### config.mk
export PLATFORM = sky130hd
export DESIGN_NAME = alu_muldiv_flat
export DESIGN_NICKNAME = d
export VERILOG_FILES = /design/src/rtl/alu_muldiv_if.sv /design/src/rtl/alu_muldiv.sv /design/src/flat_wrapper.sv
export SDC_FILE = /design/constraint.sdc
export NUM_CORES = 1
export LEC_CHECK = 0
export CAP_MARGIN = 25
export CORE_ASPECT_RATIO = 1.75
export CORE_MARGIN = 2
export CORE_UTILIZATION = 56
export DETAILED_ROUTE_END_ITERATION = 6
export GPL_TIMING_DRIVEN = 0
export HOLD_SLACK_MARGIN = 0.1
export PLACE_DENSITY_LB_ADDON = 0.25
export SLEW_MARGIN = 25
export SYNTH_ARGS = -nofsm -noshare
export SYNTH_HDL_FRONTEND = slang
export SYNTH_SLANG_ARGS = --single-unit
### constraint.sdc
create_clock -name clk -period 4.16 [get_ports clk]
set_input_delay 0.416 -clock clk [delete_from_list [all_inputs] [get_ports clk]]
set_output_delay 0.416 -clock clk [all_outputs]
set_load 0.005 [all_outputs]
### src/rtl/alu_muldiv_if.sv
// Handshake and result bundle between the pipeline controller and the
// iterative multiply/divide unit.
interface alu_muldiv_if #(
  parameter int WIDTH = 32
) ();
  logic             start;
  logic [2:0]       op;
  logic [WIDTH-1:0] a;
  logic [WIDTH-1:0] b;
  logic             busy;
  logic             done;
  logic             div_zero;
  logic [WIDTH-1:0] hi;
  logic [WIDTH-1:0] lo;

  // Controller side: issues requests, watches busy/done and reads HI/LO.
  modport master (
    output start, op, a, b,
    input  busy, done, div_zero, hi, lo
  );

  // Unit side: accepts requests and owns HI/LO.
  modport slave (
    input  start, op, a, b,
    output busy, done, div_zero, hi, lo
  );
endinterface

### src/rtl/alu_muldiv.sv
// Iterative multiply/divide unit with HI/LO registers.
// Multiply is shift-add and divide is restoring, one bit per clock.
// Both work on operand magnitudes; signs are reapplied in FIX.
module alu_muldiv #(
  parameter int WIDTH = 32,
  parameter int CNT_W = $clog2(WIDTH) + 1
) (
  input  logic       clk,
  input  logic       reset_n,
  alu_muldiv_if.slave bus
);

  localparam logic [1:0] S_IDLE = 2'd0;
  localparam logic [1:0] S_RUN  = 2'd1;
  localparam logic [1:0] S_FIX  = 2'd2;

  localparam logic [2:0] OP_MULT  = 3'b000;
  localparam logic [2:0] OP_MULTU = 3'b001;
  localparam logic [2:0] OP_DIV   = 3'b010;
  localparam logic [2:0] OP_DIVU  = 3'b011;
  localparam logic [2:0] OP_MTHI  = 3'b100;
  localparam logic [2:0] OP_MTLO  = 3'b101;

  logic [1:0]       state_reg;
  logic [CNT_W-1:0] cnt_reg;
  logic             is_div_reg;
  logic             neg_q_reg;   // negate product / quotient
  logic             neg_r_reg;   // negate remainder (dividend was negative)
  logic             zero_reg;    // divide by zero, skip the datapath
  logic [WIDTH-1:0] opb_reg;     // multiplicand or divisor magnitude
  logic [WIDTH-1:0] acc_reg;     // upper product half or partial remainder
  logic [WIDTH-1:0] sh_reg;      // multiplier->lower product, dividend->quotient
  logic [WIDTH-1:0] hi_reg;
  logic [WIDTH-1:0] lo_reg;
  logic             busy_reg;
  logic             done_reg;
  logic             dz_reg;

  logic             signed_op;
  logic             a_neg;
  logic             b_neg;
  logic [WIDTH-1:0] a_mag;
  logic [WIDTH-1:0] b_mag;
  logic [WIDTH:0]   mul_sum;
  logic [WIDTH:0]   div_shift;
  logic             div_ok;
  logic [WIDTH-1:0] div_sub;
  logic [2*WIDTH-1:0] prod;
  logic [2*WIDTH-1:0] prod_fix;
  logic [WIDTH-1:0] quot_fix;
  logic [WIDTH-1:0] rem_fix;

  // Operand decode at issue: signed ops (MULT, DIV) have op[0]==0.
  always_comb begin
    signed_op = ~bus.op[0];
    a_neg     = signed_op & bus.a[WIDTH-1];
    b_neg     = signed_op & bus.b[WIDTH-1];
    a_mag     = a_neg ? -bus.a : bus.a;
    b_mag     = b_neg ? -bus.b : bus.b;
  end

  // One iteration of each algorithm, plus the final sign correction.
  always_comb begin
    mul_sum   = {1'b0, acc_reg} + (sh_reg[0] ? {1'b0, opb_reg} : '0);
    div_shift = {acc_reg, sh_reg[WIDTH-1]};
    div_ok    = (div_shift >= {1'b0, opb_reg});
    // The remainder after a successful subtract is below the divisor, so
    // the low WIDTH bits of the difference are exact.
    div_sub   = div_shift[WIDTH-1:0] - opb_reg;
    prod      = {acc_reg, sh_reg};
    prod_fix  = neg_q_reg ? -prod : prod;
    quot_fix  = neg_q_reg ? -sh_reg : sh_reg;
    rem_fix   = neg_r_reg ? -acc_reg : acc_reg;
  end

  // Control FSM, iteration datapath and HI/LO registers.
  always_ff @(posedge clk or negedge reset_n) begin
    if (!reset_n) begin
      state_reg  <= S_IDLE;
      cnt_reg    <= '0;
      is_div_reg <= 1'b0;
      neg_q_reg  <= 1'b0;
      neg_r_reg  <= 1'b0;
      zero_reg   <= 1'b0;
      opb_reg    <= '0;
      acc_reg    <= '0;
      sh_reg     <= '0;
      hi_reg     <= '0;
      lo_reg     <= '0;
      busy_reg   <= 1'b0;
      done_reg   <= 1'b0;
      dz_reg     <= 1'b0;
    end else begin
      done_reg <= 1'b0;
      dz_reg   <= 1'b0;
      case (state_reg)
        S_IDLE: begin
          if (bus.start) begin
            case (bus.op)
              OP_MULT, OP_MULTU, OP_DIV, OP_DIVU: begin
                is_div_reg <= bus.op[1];
                neg_q_reg  <= a_neg ^ b_neg;
                neg_r_reg  <= a_neg;
                opb_reg    <= b_mag;
                sh_reg     <= a_mag;
                acc_reg    <= '0;
                cnt_reg    <= '0;
                busy_reg   <= 1'b1;
                if (bus.op[1] && (bus.b == '0)) begin
                  zero_reg  <= 1'b1;
                  state_reg <= S_FIX;
                end else begin
                  zero_reg  <= 1'b0;
                  state_reg <= S_RUN;
                end
              end
              OP_MTHI: hi_reg <= bus.a;
              OP_MTLO: lo_reg <= bus.a;
              default: ;
            endcase
          end
        end
        S_RUN: begin
          if (is_div_reg) begin
            acc_reg <= div_ok ? div_sub : div_shift[WIDTH-1:0];
            sh_reg  <= {sh_reg[WIDTH-2:0], div_ok};
          end else begin
            acc_reg <= mul_sum[WIDTH:1];
            sh_reg  <= {mul_sum[0], sh_reg[WIDTH-1:1]};
          end
          cnt_reg <= cnt_reg + 1'b1;
          if (cnt_reg == CNT_W'(WIDTH - 1)) begin
            state_reg <= S_FIX;
          end
        end
        S_FIX: begin
          if (!zero_reg) begin
            if (is_div_reg) begin
              hi_reg <= rem_fix;
              lo_reg <= quot_fix;
            end else begin
              hi_reg <= prod_fix[2*WIDTH-1:WIDTH];
              lo_reg <= prod_fix[WIDTH-1:0];
            end
          end
          done_reg  <= 1'b1;
          dz_reg    <= zero_reg;
          busy_reg  <= 1'b0;
          state_reg <= S_IDLE;
        end
        default: state_reg <= S_IDLE;
      endcase
    end
  end

  assign bus.busy     = busy_reg;
  assign bus.done     = done_reg;
  assign bus.div_zero = dz_reg;
  assign bus.hi       = hi_reg;
  assign bus.lo       = lo_reg;

endmodule

### src/flat_wrapper.sv
// flat-port wrapper written by rule: the top's interface ports become plain ports
module alu_muldiv_flat 
#(
  parameter int WIDTH = 32,
  parameter int CNT_W = $clog2(WIDTH) + 1
)
  (clk, reset_n, bus_start, bus_op, bus_a, bus_b, bus_busy, bus_done, bus_div_zero, bus_hi, bus_lo);
  alu_muldiv_if #(.WIDTH(WIDTH)) bus_i ();
  input  logic clk;
  input  logic reset_n;
  input wire logic [$bits(bus_i.start)-1:0] bus_start;
  input wire logic [$bits(bus_i.op)-1:0] bus_op;
  input wire logic [$bits(bus_i.a)-1:0] bus_a;
  input wire logic [$bits(bus_i.b)-1:0] bus_b;
  output wire logic [$bits(bus_i.busy)-1:0] bus_busy;
  output wire logic [$bits(bus_i.done)-1:0] bus_done;
  output wire logic [$bits(bus_i.div_zero)-1:0] bus_div_zero;
  output wire logic [$bits(bus_i.hi)-1:0] bus_hi;
  output wire logic [$bits(bus_i.lo)-1:0] bus_lo;
  assign bus_i.start = bus_start;
  assign bus_i.op = bus_op;
  assign bus_i.a = bus_a;
  assign bus_i.b = bus_b;
  assign bus_busy = bus_i.busy;
  assign bus_done = bus_i.done;
  assign bus_div_zero = bus_i.div_zero;
  assign bus_hi = bus_i.hi;
  assign bus_lo = bus_i.lo;
  alu_muldiv #(.WIDTH(WIDTH), .CNT_W(CNT_W)) u_core (.clk(clk), .reset_n(reset_n), .bus(bus_i));
endmodule
==> key figures <==
Synthesis
  – Yosys top cell by area: dfrtp_1
  – Area contributors post-synth: dfrtp_1 30%, o21ai_0 7.0%, nand2_1 6.3%, xnor2_1 5.9%, ha_1 5.9%
  – Syn Nets: 2036
  – Cells after Synth: 1895
  – Synth top area share: 30.0%
  – Ys async rst share: 100%
  – EDFF count, synth: 0
  – Synthesized area: 14600 um^2
  – Synth unique cells: 69
  – Ys Warns: 0
  – Share of the yosys chip area belonging to registers: 30.0%
  – Syn_area_per_cell: 7.71 um^2
  – Synth Register Bits: 175
  – Most used DFF post-synth: dfrtp_1

Power
  – PD cells: 961 nW/um^2
  – Leak Pwr: 7.23 nW
  – IR drop worst, VDD: 452 uV

Route
  – Vias/cell: 6.51
  – Post-Route WL: 57.4 mm
  – Drt drc: 0
  – DR WL/cell: 24.1 um
  – DR WL met3: 3.38 mm
  – Routed wl met2: 29.4 mm
  – Uppermost layer routed: met4
  – DR iter-0 viols: 1310
  – Drt pass-1 iters: 6
  – DR vias: 15500
  – Met1 Routed Length: 18.5 mm
  – Routed Antenna Nets: 0

Finish
  – Fin cells: 2382
  – FF/Latch Area: 4380 um^2
  – Area grow syn2layout: 16.3%
  – Final Cell Area: 17000 um^2
  – Util after Layout: 65.9%
  – Most frequent cells in the layout: 247 x nand2_1, 202 x o21ai_0, 201 x nor2_1, 175 x dfrtp_1, 143 x a21oi_1
  – FILL cells: 2311
  – Commonest non-fill, non-tap cell in the layout: nand2_1
  – Multi-input gate area: 9570 um^2
  – Layout cells sized above 1: 3.59%
  – Ant. Diodes: 0
  – # nets final: 2192

Timing
  – Clock skew: 0.0115 ns
  – Max-slew headroom: 31.3%
  – F_max: 249 MHz
  – RSZ-0062 raised after global routing: no
  – Fin crit share: 96.4%
  – Worst slew pin tran: 1.03 ns
  – Setup violators final: 0
  – Setup TNS: 0 ns
  – Hold Slack: 0.476 ns
  – Max-slew violation count: 0
  – Hold Violations, Final: 0
  – Crit path time final: 4.01 ns

Floorplanning
  – Die height: 218 um
  – Die width: 126 um
  – Full die area: 27400 um^2
  – I/O Pins: 137
  – CORE AREA: 25800 um^2
  – Starting density of the core: 56.7%
  – Row cnt: 78

Setup path
  – Most used cell, CP: inv_1
  – Setup crit end kind: register
  – R2r setup slk: 0.15 ns
  – Crit path DAT: 4.41 ns
  – Slowest CP cell: o311ai_0
  – Critical Path Max Stage Delay: 0.66 ns
  – Crit-path cells: inv_1, ha_1, inv_1, fa_1, a211oi_1, o21ai_0, o211ai_1, a21boi_0, o221ai_1, nor2_1, o311ai_0, a32oi_1, a21oi_1
  – Worst EP required: 4.56 ns
  – Worst-path fanout max: 6
  – Startpoint Class: register
  – Crit path kind: reg2reg

Place
  – Inst Count DP: 2351
  – Placed cell area: 16400 um^2
  – DP HPWL: 45.8 mm
  – RD Place Congestion: 1.04
  – Input/output buffers: 135

CTS
  – TritonCTS clock tree: built
  – Clk_lat worst skew: 0.47 ns
  – H-tree lvl count: 4
  – CTS Root Cell: clkbuf_16
  – Post-CTS setup buffers: 0
  – CTS sink count: 175
  – CTS clk-pin slew, worst paths: 0.07 ns
  – TritonCTS Buffers: 17
  – Clock Tree Buf Depth: 2

Global routing
  – Initial antenna violation count: 0
  – First-pass GRT wire length: 86.7 mm
  – Number of global-route vias before repair: 15200
  – GR Util All Layers: 41.7%
  – Total grt overflow: 0
  – Largest net degree at the start of global routing: 92

Run
  – Max Cap Viol: 0

Status
  – Status: completed

Min path
  – Hold Path Class: reg2reg
[worst paths after layout]
kind                                                   to  depth (start not counted)                      startpoint
setup / recovery           u_core.acc_reg[30]$_DFFE_PN0P_                         13   u_core.sh_reg[31]$_DFFE_PN0P_
hold / removal             u_core.opb_reg[11]$_DFFE_PN0P_                          2  u_core.opb_reg[11]$_DFFE_PN0P_
setup reg to reg           u_core.acc_reg[30]$_DFFE_PN0P_                         13   u_core.sh_reg[31]$_DFFE_PN0P_
hold reg to reg            u_core.opb_reg[11]$_DFFE_PN0P_                          2  u_core.opb_reg[11]$_DFFE_PN0P_
max in group asynchronous    u_core.neg_r_reg$_DFFE_PN0P_                          3                         reset_n
min in group asynchronous    u_core.bus.lo[5]$_DFFE_PN0P_                          2                         reset_n
[cell families (layout without fill, tap and decap cells)]
group	count (synthesis)	after routing	share of synthesized area (%)
AOI/OAI and AO/OA	595	595	25.1
xor gates and xnor gates	170	170	10.2
adders and majority gates	71	71	6.19
buffers and inverters	178	345	4.68
DFF	175	175	30.0
muxes	48	48	3.30
and+or+nand+nor	658	658	20.5
[layer usage]
layer  up-vias  GRT usage (%)
met1      7338           40.2
li1       7067              -
met5         -              0
met2       799           75.5
met4         0           37.8
met3       297           6.08
[where the power goes]
part	total [mW]	internal, mW	switching, mW
Sequential	3.48	2.54	0.942
Combinational	11.3	4.33	6.93
Clock	1.58	0.835	0.747
Total	16.3	7.70	8.62
[through the flow]
stage | power, mW | worst slack, ns
after floorplan | 10.6 | 1.03
after global placement | 14.1 | -4.52
after detailed placement | 14.3 | -0.263
after CTS | 15.9 | 0.0964
after global routing | 17.4 | 0.0395
final | 16.3 | 0.151
[Yosys cell counts, types with 18 or more instances]
cell and n:
xor2_1 71, nand4_1 18, a21oi_1 146, o31ai_1 50, o21ai_0 204, a31oi_1 22
nand3_1 26, a21o_1 39, inv_1 65, clkbuf_1 98, nor3_1 29, nor2_1 202
nor2b_1 21, or3_1 26, mux2i_1 47, nor4_1 18, xnor2_1 99, ha_1 69
dfrtp_1 175, nand2_1 247
[cell type report]
class	instances	share of cell area, %
Buffer	113	2.62
Timing Repair Buffer	137	8.21
Tap cell	320	2.36
Inverter	65	1.44
Multi-Input combinational cell	1542	56.3
Clock buffer	18	2.59
Clock inverter	12	0.670
Sequential cell	175	25.8
[critical path, delay by kind of cell (launching register included)]
family | cells | cell delay, ns
buffers and inverters | 2 | 0.18
adder cells (fa/ha/maj) | 2 | 0.61
AND/OR/NAND/NOR | 1 | 0.11
flip-flops | 1 | 0.54
AO/OA/AOI/OAI | 8 | 2.50
[repair_timing]
| action | 4_1_cts | 5_1_grt |
|---|---|---|
| setup endpoints to repair | 14 | 27 |
| resized for setup | 5 | 9 |
| endpoints found under the hold margin | 84 | 0 |
| cloned | 0 | 0 |
| hold buffers | 1 | 0 |
No activity file was read; power rests on OpenSTA's default activity.
